<file path="src/rtl/cv32e40p_lsu_wb_stage.sv">
// LSU write-back stage: tracks outstanding data-bus transactions, consumes the
// bus response, aligns/extends load data and drives the LSU register-file port.
module cv32e40p_lsu_wb_stage #(
    parameter int DEPTH  = 2,
    parameter int ADDR_W = 6
) (
    input  logic              clk,
    input  logic              rst,
    input  logic              req_valid_i,
    input  logic              req_we_i,
    input  logic [1:0]        req_type_i,
    input  logic              req_sign_ext_i,
    input  logic [1:0]        req_addr_lo_i,
    input  logic [ADDR_W-1:0] req_waddr_i,
    output logic              wb_ready_o,
    input  logic              data_rvalid_i,
    input  logic [31:0]       data_rdata_i,
    input  logic              data_err_i,
    output logic              regfile_we_o,
    output logic [ADDR_W-1:0] regfile_waddr_o,
    output logic [31:0]       regfile_wdata_o,
    output logic              err_o,
    output logic [ADDR_W-1:0] err_waddr_o,
    output logic              busy_o,
    output logic              protocol_err_o
);

    localparam int PTR_W = (DEPTH > 1) ? $clog2(DEPTH) : 1;
    localparam int CNT_W = $clog2(DEPTH + 1);
    localparam logic [CNT_W-1:0] FULL = CNT_W'(DEPTH);
    localparam logic [PTR_W-1:0] LAST = PTR_W'(DEPTH - 1);

    // Handshake: a request is accepted when req_valid_i & wb_ready_o; a request
    // presented while wb_ready_o is low is dropped without any state change.
    // Every data_rvalid_i with an entry outstanding retires the head entry.

    logic              mem_we   [DEPTH];
    logic [1:0]        mem_type [DEPTH];
    logic              mem_sx   [DEPTH];
    logic [1:0]        mem_off  [DEPTH];
    logic [ADDR_W-1:0] mem_waddr[DEPTH];

    logic [PTR_W-1:0] wr_ptr;
    logic [PTR_W-1:0] rd_ptr;
    logic [CNT_W-1:0] count;

    logic push;
    logic pop;

    logic              head_we;
    logic [1:0]        head_type;
    logic              head_sx;
    logic [1:0]        head_off;
    logic [ADDR_W-1:0] head_waddr;
    logic [31:0]       shifted;
    logic [31:0]       result;

    // A full FIFO can still accept when the head retires in the same cycle.
    assign wb_ready_o = (count < FULL) | ((count == FULL) & data_rvalid_i);
    assign busy_o     = (count != '0);
    assign push       = req_valid_i & wb_ready_o;
    assign pop        = data_rvalid_i & (count != '0);

    always_ff @(posedge clk) begin
        if (push) begin
            mem_we[wr_ptr]    <= req_we_i;
            mem_type[wr_ptr]  <= req_type_i;
            mem_sx[wr_ptr]    <= req_sign_ext_i;
            mem_off[wr_ptr]   <= req_addr_lo_i;
            mem_waddr[wr_ptr] <= req_waddr_i;
        end
    end

    always_ff @(posedge clk) begin
        if (rst) begin
            wr_ptr <= '0;
            rd_ptr <= '0;
            count  <= '0;
        end else begin
            if (push) begin
                wr_ptr <= (wr_ptr == LAST) ? '0 : wr_ptr + PTR_W'(1);
            end
            if (pop) begin
                rd_ptr <= (rd_ptr == LAST) ? '0 : rd_ptr + PTR_W'(1);
            end
            case ({push, pop})
                2'b10:   count <= count + CNT_W'(1);
                2'b01:   count <= count - CNT_W'(1);
                default: count <= count;
            endcase
        end
    end

    assign head_we    = mem_we[rd_ptr];
    assign head_type  = mem_type[rd_ptr];
    assign head_sx    = mem_sx[rd_ptr];
    assign head_off   = mem_off[rd_ptr];
    assign head_waddr = mem_waddr[rd_ptr];

    // Right-shift by the byte offset; bytes above the word come in as zero.
    always_comb begin
        shifted = data_rdata_i >> {head_off, 3'b000};
        result  = shifted;
        case (head_type)
            2'b00:   result = {{24{head_sx & shifted[7]}}, shifted[7:0]};
            2'b01:   result = {{16{head_sx & shifted[15]}}, shifted[15:0]};
            default: result = shifted;
        endcase
    end

    always_ff @(posedge clk) begin
        if (rst) begin
            regfile_we_o    <= 1'b0;
            regfile_waddr_o <= '0;
            regfile_wdata_o <= '0;
            err_o           <= 1'b0;
            err_waddr_o     <= '0;
            protocol_err_o  <= 1'b0;
        end else begin
            regfile_we_o <= pop & ~head_we & ~data_err_i;
            if (pop & ~head_we & ~data_err_i) begin
                regfile_waddr_o <= head_waddr;
                regfile_wdata_o <= result;
            end
            err_o <= pop & data_err_i;
            if (pop & data_err_i) begin
                err_waddr_o <= head_waddr;
            end
            if (data_rvalid_i & (count == '0)) begin
                protocol_err_o <= 1'b1;
            end
        end
    end

endmodule

</file>
<file path="config.mk">
export PLATFORM = sky130hd
export DESIGN_NAME = cv32e40p_lsu_wb_stage
export DESIGN_NICKNAME = d
export VERILOG_FILES = /design/src/rtl/cv32e40p_lsu_wb_stage.sv
export SDC_FILE = /design/constraint.sdc
export NUM_CORES = 1
export LEC_CHECK = 0
export ABC_CLOCK_PERIOD_IN_PS = 2600
export BUFFER_PORTS_ARGS = -buffer_cell sky130_fd_sc_hd__clkbuf_2
export CORE_MARGIN = 10
export CORE_UTILIZATION = 30
export DETAILED_ROUTE_END_ITERATION = 10
export PLACE_DENSITY = 0.49
export SETUP_SLACK_MARGIN = 0.1
export SYNTH_ARGS = -nofsm -noshare
export SYNTH_HDL_FRONTEND = slang
export SYNTH_SLANG_ARGS = --single-unit
export TNS_END_PERCENT = 50
</file>
<file path="constraint.sdc">
create_clock -name clk -period 2.6 [get_ports clk]
set_input_delay 0.52 -clock clk [delete_from_list [all_inputs] [get_ports clk]]
set_output_delay 0.52 -clock clk [all_outputs]
set_load 0.01 [all_outputs]
</file>
==> results of run 1 <==
power by group through the flow:
stage                     registers [uW]  logic, uW  clock network, uW
after global routing                1530       1380               1080
after detailed placement            1530       1240                  0
after global placement              1530       1220                  0
final                               1510       1220               1000
after CTS                           1510       1250               1040
after floorplan                     1560        805                  0
layer usage:
layer | global-route usage | vias up | share of wire
li1 | - | 1401 | -
met1 | 0.146 | 1307 | 0.46
met2 | 0.200 | 84 | 0.45
met3 | 0.0452 | 14 | 0.076
met4 | 0.0407 | 0 | 0.014
met5 | 0 | - | 0
path summary, 6_finish.rpt:
kind,from,endpoint
worst max register to register,flip-flop,regfile_wdata_o[30]$_SDFFE_PP0P_
worst min-delay path,req_waddr_i[5],mem_waddr[0][5]$_DFFE_PP_
worst min register to register,regfile_wdata_o[4]$_SDFFE_PP0P_,regfile_wdata_o[4]$_SDFFE_PP0P_
worst max-delay path,flip-flop,regfile_wdata_o[30]$_SDFFE_PP0P_
registers in the layout, summed over array words and instances, names as in the netlist, named ones only:
| register | flops |
|---|---|
| regfile_wdata_o | 32 |
| mem_waddr | 12 |
| err_waddr_o | 6 |
| regfile_waddr_o | 6 |
| mem_off | 4 |
| mem_type | 4 |
| count | 2 |
| mem_sx | 2 |
| mem_we | 2 |
| err_o | 1 |
| protocol_err_o | 1 |
| rd_ptr | 1 |
| regfile_we_o | 1 |
| wr_ptr | 1 |
through the flow:
step | total power [uW] | setup slack [ns] | area [sq um] | utilization
after floorplan | 2360 | 0.580 | 3330 | -
after global placement | 2760 | 0.457 | 4000 | 0.369
after detailed placement | 2780 | 0.396 | 4000 | 0.369
after CTS | 3790 | 0.386 | 4230 | 0.390
after global routing | 3980 | 0.229 | 4230 | 0.390
final | 3730 | 0.406 | 4230 | 0.390
area by class of cell:
class                      count  area (sq um)  area share
clock buffer                  10           149      0.0352
tap                          140           175      0.0414
inverter                      12          45.0      0.0107
timing repair buffer         108           581       0.137
sequential                    76          1760       0.417
multi-input combinational    224          1440       0.341
clock inverter                 6          76.3      0.0181
synthesized netlist by cell type (all sizes together), types with 2 or more instances:
master,count,area [sq um]
clkbuf,17,63.8
nor2,45,169
o21ai,11,55.1
dfxtp,52,1040
a22oi,2,15.0
mux2,2,22.5
xor2,2,17.5
or3,3,18.8
o211ai,8,60.1
inv,12,45.0
buf,6,37.5
a21oi,28,151
o22ai,7,43.8
and3,2,12.5
a211oi,28,260
xnor2,2,17.5
edfxtp,24,721
mux2i,24,240
nor3,15,80.1
and2,2,12.5
nand2,28,105
kinds of logic after synthesis:
logic type | after synthesis
adder cells (fa/ha/maj) | 1
flip-flops | 76
XOR/XNOR | 4
buffers and inverters | 35
multiplexers | 26
AND/OR/NAND/NOR | 102
AO/OA/AOI/OAI | 91
==> results.toml, run 1 <==
[status]
status = "completed"

[floorplan]
ios = 98
die_area_sq_um = 15700
die_w_microns = 125
die_h_microns = 125
initial_utilization = 0.307
rows = 38
coreArea_sq_um = 10800

[synthesis]
synth_cell_type_count = 42
synth_area_per_cell_sq_um = 9.94
synthesis.nets = 385
synth_warnings = 0
ys_seq_area_frac = 0.529
synth-compound-area-share = 0.200
synth_top_family_by_area = "compound AO/OA/AOI/OAI gates"
muxShareOfSynthArea = 0.0789
synth-seq-cells = 76
synthSimpleGateAreaFrac = 0.134
synth_xor_area_frac = 0.0105
synth-edff-count = 24
synth_fa_ha_area_frac = 0.00376
async_reset_ff_frac = 0
ys.flop_type = "dfxtp_1"
syn_area_sq_um = 3330
netlist_instances = 335

[sta]
setup_viol = 0
worst_pin_slew_ns = 0.843
relSlewSlack = 0.438
period_minus_slack_ns = 2.19
hold_ws_ns = 0.354
skew_ns = 0.0111
fmax_mhz = 456
hold_violations = 0
tns_ns = 0
grt_setup_unrepaired = "false"
timing.final.crit_share = 0.844
maxSlewViolCount = 0

[placement]
place_inst = 560
portBuffers = 97
dp_hpwl_microns = 7400
gp_congestion = 0.836

[drt]
via_per_inst = 4.87
drtIter0Drc = 158
routed_wl_microns = 9640
dr.pass1.iters = 4
ant_nets = 0
wire_per_inst_microns = 16.7
drc = 0
vias = 2806

[critical_path]
worstSetupPathType = "flip-flop to flip-flop"
required_ns = 2.88
cp_top_family = "compound AO/OA/AOI/OAI gates"
cpMaxStageDelayCell = "dfxtp_1"
crit_arrival_ns = 2.47
startpoint_type = "flip-flop"
cp_max_fo = 32
critical_path.most_common_cell = "buf_4"
path_buf_inv = 2
reg2reg_depth = 7
path_cells = "mux2i_4, buf_4, nand2_1, a221oi_4, a21oi_4, buf_4, a211oi_2"
worst-path-stages = 7
critical-path-max-stage-delay_ns = 0.44
cp-end-kind = "flip-flop"
rrSetupSlack_ns = 0.41

[clock_tree]
post-cts-setup-buffer-count = 0
clkLatencyLatePin_ns = 0.35
clkSinkCount = 76
htree_levels = 3
cts_resized = 0
cts_tree = "done"
cts_root_buf = "clkbuf_8"
clk_pin_slew_ns = 0.09
cts_made_buffers = 9
hold_buffers = 0
clock_path_buffers = 2

[grt]
antenna_found_initial = 0
grt_pass1_vias = 2957
overflow = 0
grt_pass1_wl_microns = 15700
track_usage = 0.123
grt_max_degree = 47

[power]
clkPwrFrac = 0.269
ir_drop_mv = 0.304
pwr_density_cell_nw_per_um2 = 883
comb_power_share = 0.327
swShare = 0.355
leakage_uw = 0.00174
pwr-share-seq = 0.403
p_sw_uw = 1320
internal_power_uw = 2410

[cells_and_area]
layoutNonFillerInstCount = 576
final_common_cell = "clkbuf_2"
finalNetCount = 481
drive_gt1_frac = 0.323
fillerInstances = 1119
n_antenna_cell = 0
layout_common_cells = "clkbuf_2 (97), dfxtp_1 (52), nor2_1 (45)"
area_growth_pct = 27.0

[hold_path]
hold_class = "input port to flip-flop"
whs_path_depth = 1

[job]
maxCapViolCount = 0
Power figures use the tool's default switching activity.
==> run 2: changes to the inputs <==
- ABC_CLOCK_PERIOD_IN_PS: 2600 -> 2100
- clock period: 2.6 -> 2.1 ns (I/O delays scaled with it)
==> results.toml, run 2 (synthesis results as in run 1) <==
[status]
status = "completed"

[drt]
drc = 0
vias = 2844
ant_nets = 0
routed-wl-met2_microns = 4430
highest_layer = "met4"
drtIter0Drc = 195
via_per_inst = 4.83
wire_per_inst_microns = 16.7
met3WireLength_microns = 602
met1Wirelength_microns = 4660
dr.pass1.iters = 4
routed_wl_microns = 9830

[clock_tree]
cts_tree = "done"
clk_pin_slew_ns = 0.09
clkSinkCount = 76
clkLatencyLatePin_ns = 0.35
htree_levels = 3
cts_root_buf = "clkbuf_8"
hold_buffers = 0
clock_path_buffers = 2
cts_made_buffers = 9

[cells_and_area]
seqCellArea_sq_um = 1770
final_common_cell = "clkbuf_2"
top_register = "regfile_wdata_o"
layoutNonFillerInstCount = 589
largest_reg_flops = 32
multi_input_area_sq_um = 1490
area_growth_pct = 33.4
n_antenna_cell = 0
drive_gt1_frac = 0.359
finalNetCount = 494
fillerInstances = 1109
largestRegisters = "regfile_wdata_o x32, mem_waddr x12"
layout_common_cells = "clkbuf_2 (97), dfxtp_1 (51), nor2_1 (45)"

[sta]
relSlewSlack = 0.497
tns_ns = 0
hold_ws_ns = 0.258
timing.final.crit_share = 0.912
grt_setup_unrepaired = "false"
skew_ns = 0.0107
period_minus_slack_ns = 1.92
setup_viol = 0
maxSlewViolCount = 0
worst_pin_slew_ns = 0.746
hold_violations = 0
fmax_mhz = 522

[critical_path]
worstSetupPathType = "flip-flop to flip-flop"
critical-path-max-stage-delay_ns = 0.38
path_cells = "buf_12, or3_4, a21o_1, a221oi_4, buf_6, buf_8, a31oi_2, a211oi_2"
cp_max_fo = 10
reg2reg_depth = 8
worst-path-stages = 8
cp_top_family = "compound AO/OA/AOI/OAI gates"
r2r-end = "regfile_wdata_o[15]$_SDFFE_PP0P_"
cpMaxStageDelayCell = "or3_4"
cp-end-kind = "flip-flop"
crit_arrival_ns = 2.19
required_ns = 2.38
rrSetupSlack_ns = 0.18
startpoint_type = "flip-flop"
path_buf_inv = 3

[placement]
gp_congestion = 0.784
dp_hpwl_microns = 7120
portBuffers = 97
place_inst = 562

[power]
leakage_uw = 0.00182
pwr_density_cell_nw_per_um2 = 1080
ir_drop_mv = 0.340

[floorplan]
initial_utilization = 0.307
rows = 38
die_h_microns = 125
coreArea_sq_um = 10800
die_w_microns = 125
die_area_sq_um = 15700
ios = 98

[grt]
antenna_found_initial = 0
grt_pass1_vias = 2819
grt_pass1_wl_microns = 15400
grt_max_degree = 53
overflow = 0
track_usage = 0.121

[job]
maxCapViolCount = 0

[hold_path]
whs_path_depth = 1
hold_class = "input port to flip-flop"
holdPathEnd = "mem_waddr[1][3]$_DFFE_PP_"
holdCritStartpoint = "req_waddr_i[3]"
[run 2: power by group]
part           internal [uW]  total, uW  switching (uW)
clock network            580       1170             585
registers               1750       1870             123
logic                    773       1760             989
total                   3100       4800            1700
[run 2: through the flow]
step           instance area, sq um  power, uW  setup slack (ns)   util
3_3_place_gp                   4060       3470            0.0283  0.374
4_1_cts                        4300       4690            0.0720  0.396
2_1_floorplan                  3330       2920             0.166      -
5_1_grt                        4440       5130            0.0743  0.410
6_report                       4440       4800             0.184  0.410
3_5_place_dp                   4060       3480            0.0238  0.374
[run 2: worst register-to-register path, delay by kind of cell (launching register included)]
kind | cells | cell delay (ns)
simple gates | 1 | 0.38
buf+inv | 3 | 0.41
flops | 1 | 0.37
compound gates | 4 | 0.68
[run 2: final cells by class]
cell class                      instances  share of cell area
Timing Repair Buffer                  120               0.170
Tap cell                              140              0.0394
Sequential cell                        76               0.397
Clock buffer                           11              0.0391
Inverter                               12              0.0101
Multi-Input combinational cell        225               0.336
Clock inverter                          5             0.00845
[run 2: per-layer routing]
metal  track usage  vias up
li1              -     1434
met1         0.152     1314
met2         0.189       81
met3        0.0410       15
met4        0.0393        0
met5             0        -
[run 2: worst max path at each step]
stage	start	end	slack [ns]
2_1_floorplan	flip-flop	regfile_wdata_o[21]$_SDFFE_PP0P_	0.17
3_3_place_gp	flip-flop	regfile_wdata_o[14]$_SDFFE_PP0P_	0.03
3_5_place_dp	flip-flop	regfile_wdata_o[14]$_SDFFE_PP0P_	0.02
4_1_cts	flip-flop	regfile_wdata_o[29]$_SDFFE_PP0P_	0.07
5_1_grt	flip-flop	regfile_wdata_o[15]$_SDFFE_PP0P_	0.07
6_report	flip-flop	regfile_wdata_o[15]$_SDFFE_PP0P_	0.18
[run 2: repair_timing]
action                                  CTS  global route
gates resized for setup                   6             7
endpoints found under the setup margin   22            23
pin swaps                                 3             4
setup buffers                             0             8
gates cloned                              1             2
==> run 3: changes to the inputs <==
- ABC_AREA: unset -> 1
- PLACE_DENSITY: 0.49 -> 0.48
==> results.toml, run 3 <==
[status]
status = "completed"

[synthesis]
muxShareOfSynthArea = 0
ys.flop_type = "dfxtp_1"
synth-seq-cells = 76
synth_area_per_cell_sq_um = 7.43
synth_area_leaders = "dfxtp_1 (27%), edfxtp_1 (19%), nand2_1 (11%), nor2_1 (9.3%), nand3_1 (7.1%)"
synth_largest_area_cell = "dfxtp_1"
synth-compound-area-share = 0.0884
yosys.cell_count.top_type = "nand2_1"
synth_warnings = 0
synth_top_family_by_area = "simple AND/OR/NAND/NOR gates"
syn_area_sq_um = 3880
synthesis.nets = 572
synth_cell_type_count = 28
synthSimpleGateAreaFrac = 0.345
async_reset_ff_frac = 0
synthTopCellsByCount = "nand2_1 (117), nor2_1 (96), nand3_1 (55)"
synth_fa_ha_area_frac = 0.00323
ys_seq_area_frac = 0.454
synth-edff-count = 24
synth_top_area_frac = 0.269
netlist_instances = 522
synth_xor_area_frac = 0

[cells_and_area]
largest_reg_flops = 32
post-route-util = 0.377
final_common_cell = "nand2_1"
fillerInstances = 1390
layoutNonFillerInstCount = 786
top_register = "regfile_wdata_o"
layout_common_cells = "nand2_1 (117), clkbuf_2 (97), nor2_1 (95)"
n_antenna_cell = 0
area_growth_pct = 22.8
finalNetCount = 659
drive_gt1_frac = 0.249
seqCellArea_sq_um = 1760
multi_input_area_sq_um = 1730
largestRegisters = "regfile_wdata_o x32, mem_waddr x12"

[grt]
antenna_found_initial = 0
gr-max-usage-layer = "met2"
grt_max_degree = 43
grt_pass1_wl_microns = 18100
grt_pass1_vias = 3513
gr-usage-met3 = 0.0560
grt_use_met2 = 0.219
overflow = 0
track_usage = 0.127
met1_usage = 0.139

[sta]
period_minus_slack_ns = 1.87
relSlewSlack = 0.654
setup_viol = 0
skew_ns = 0.00652
fmax_mhz = 536
grt_setup_unrepaired = "false"
hold_violations = 0
maxSlewViolCount = 0
worst_pin_slew_ns = 0.519
tns_ns = 0
timing.final.crit_share = 0.889

[drt]
routed_wl_microns = 11600
ant_nets = 0
vias = 3523
drtIter0Drc = 152
via_per_inst = 4.48
drc = 0
wire_per_inst_microns = 14.7
dr.pass1.iters = 4

[floorplan]
die_w_microns = 134
ios = 98
die_area_sq_um = 17900
rows = 41
die_h_microns = 134
coreArea_sq_um = 12600
initial_utilization = 0.307

[placement]
place_inst = 768
gp_congestion = 0.822
dp_hpwl_microns = 8600
portBuffers = 97

[power]
pwr_density_cell_nw_per_um2 = 927
leakage_uw = 0.00233
ir_drop_mv = 0.575
report.power.total_uw = 4410

[clock_tree]
clk_pin_slew_ns = 0.06
clkSinkCount = 76
post-cts-setup-buffer-count = 0
clkLatencyLatePin_ns = 0.34
cts_tree = "done"
cts_root_buf = "clkbuf_16"
cts_made_buffers = 9
hold_buffers = 0
clock_path_buffers = 2
htree_levels = 3

[critical_path]
cp-end-kind = "flip-flop"
cpMaxStageDelayCell = "dfxtp_1"
startpoint_type = "flip-flop"
crit_arrival_ns = 2.15
critical-path-max-stage-delay_ns = 0.32
required_ns = 2.39
worstSetupPathType = "flip-flop to flip-flop"
path_cells = "buf_12, inv_6, nand2_8, nand2_4, nand2_1, nand3_2, nand3_2, nand3_1, nand2_1, inv_1"
cp_max_fo = 30

[hold_path]
hold_class = "input port to flip-flop"

[job]
maxCapViolCount = 0
[run 3: cell types whose count changed in the layout (fill, tap and decap cells not counted), sizes merged, moves of 7 or more]
cell	previous run	this run
mux2i	24	0
nand2	28	126
nand3	1	70
nor3	15	1
buf	21	7
inv	14	57
o22ai	7	0
o211ai	8	0
a211oi	28	0
o21ai	11	36
nor2	45	98
[run 3: worst paths after layout]
kind	from	endpoint	slack, ns	depth (start not counted)
min reg2reg	rd_ptr$_SDFFE_PP0P_	rd_ptr$_SDFFE_PP0P_	0.46	1
min	req_waddr_i[0]	mem_waddr[0][0]$_DFFE_PP_	0.27	1
max	flip-flop	regfile_wdata_o[12]$_SDFFE_PP0P_	0.23	10
max reg2reg	flip-flop	regfile_wdata_o[12]$_SDFFE_PP0P_	0.23	10
[run 3: kinds of logic after synthesis]
group,after synthesis
AO/OA/AOI/OAI,65
adder cells (fa/ha/maj),1
buffers and inverters,87
flip-flops,76
AND/OR/NAND/NOR,293
[run 3: layout make-up]
type,count,area share
well taps,172,0.0452
repair buffers,104,0.118
flip-flops and latches,76,0.370
inverters,57,0.0460
multi-input cells,361,0.363
clock buffers,12,0.0518
clock inverters,4,0.00552
[run 3: per-stage QoR]
| stage | hold WS [ns] | worst slack [ns] | area (sq um) |
|---|---|---|---|
| finish | 0.266 | 0.234 | 4760 |
| detailed placement | 0.447 | 0.162 | 4450 |
| global route | 0.252 | 0.0999 | 4760 |
| CTS | 0.257 | 0.142 | 4720 |
| floorplan | 0.426 | 0.402 | 3880 |
| global placement | 0.437 | 0.216 | 4450 |
[run 3: where the power goes]
part	leakage, uW	internal [uW]	switching, uW
combinational	0.00155	406	843
clock	0.000133	830	602
sequential	0.000647	1660	67.3
total	0.00233	2900	1510
[run 3: what timing repair did]
action | in CTS | in global routing
endpoints found under the hold margin | 0 | 0
resized for setup | 0 | 3
setup endpoints to repair | 0 | 24
[run 3: worst max-delay path, delay by kind of cell (launching register included)]
kind                   cells  cell delay, ns
and+or+nand+nor            7            1.16
DFF                        1            0.32
buffers and inverters      3            0.32
[run 3: per-layer routing]
layer	up-vias	share of wire	wire, microns
li1	1836	-	-
met3	10	0.081	937
met5	-	0	0
met2	96	0.49	5710
met1	1581	0.41	4800
met4	0	0.011	131
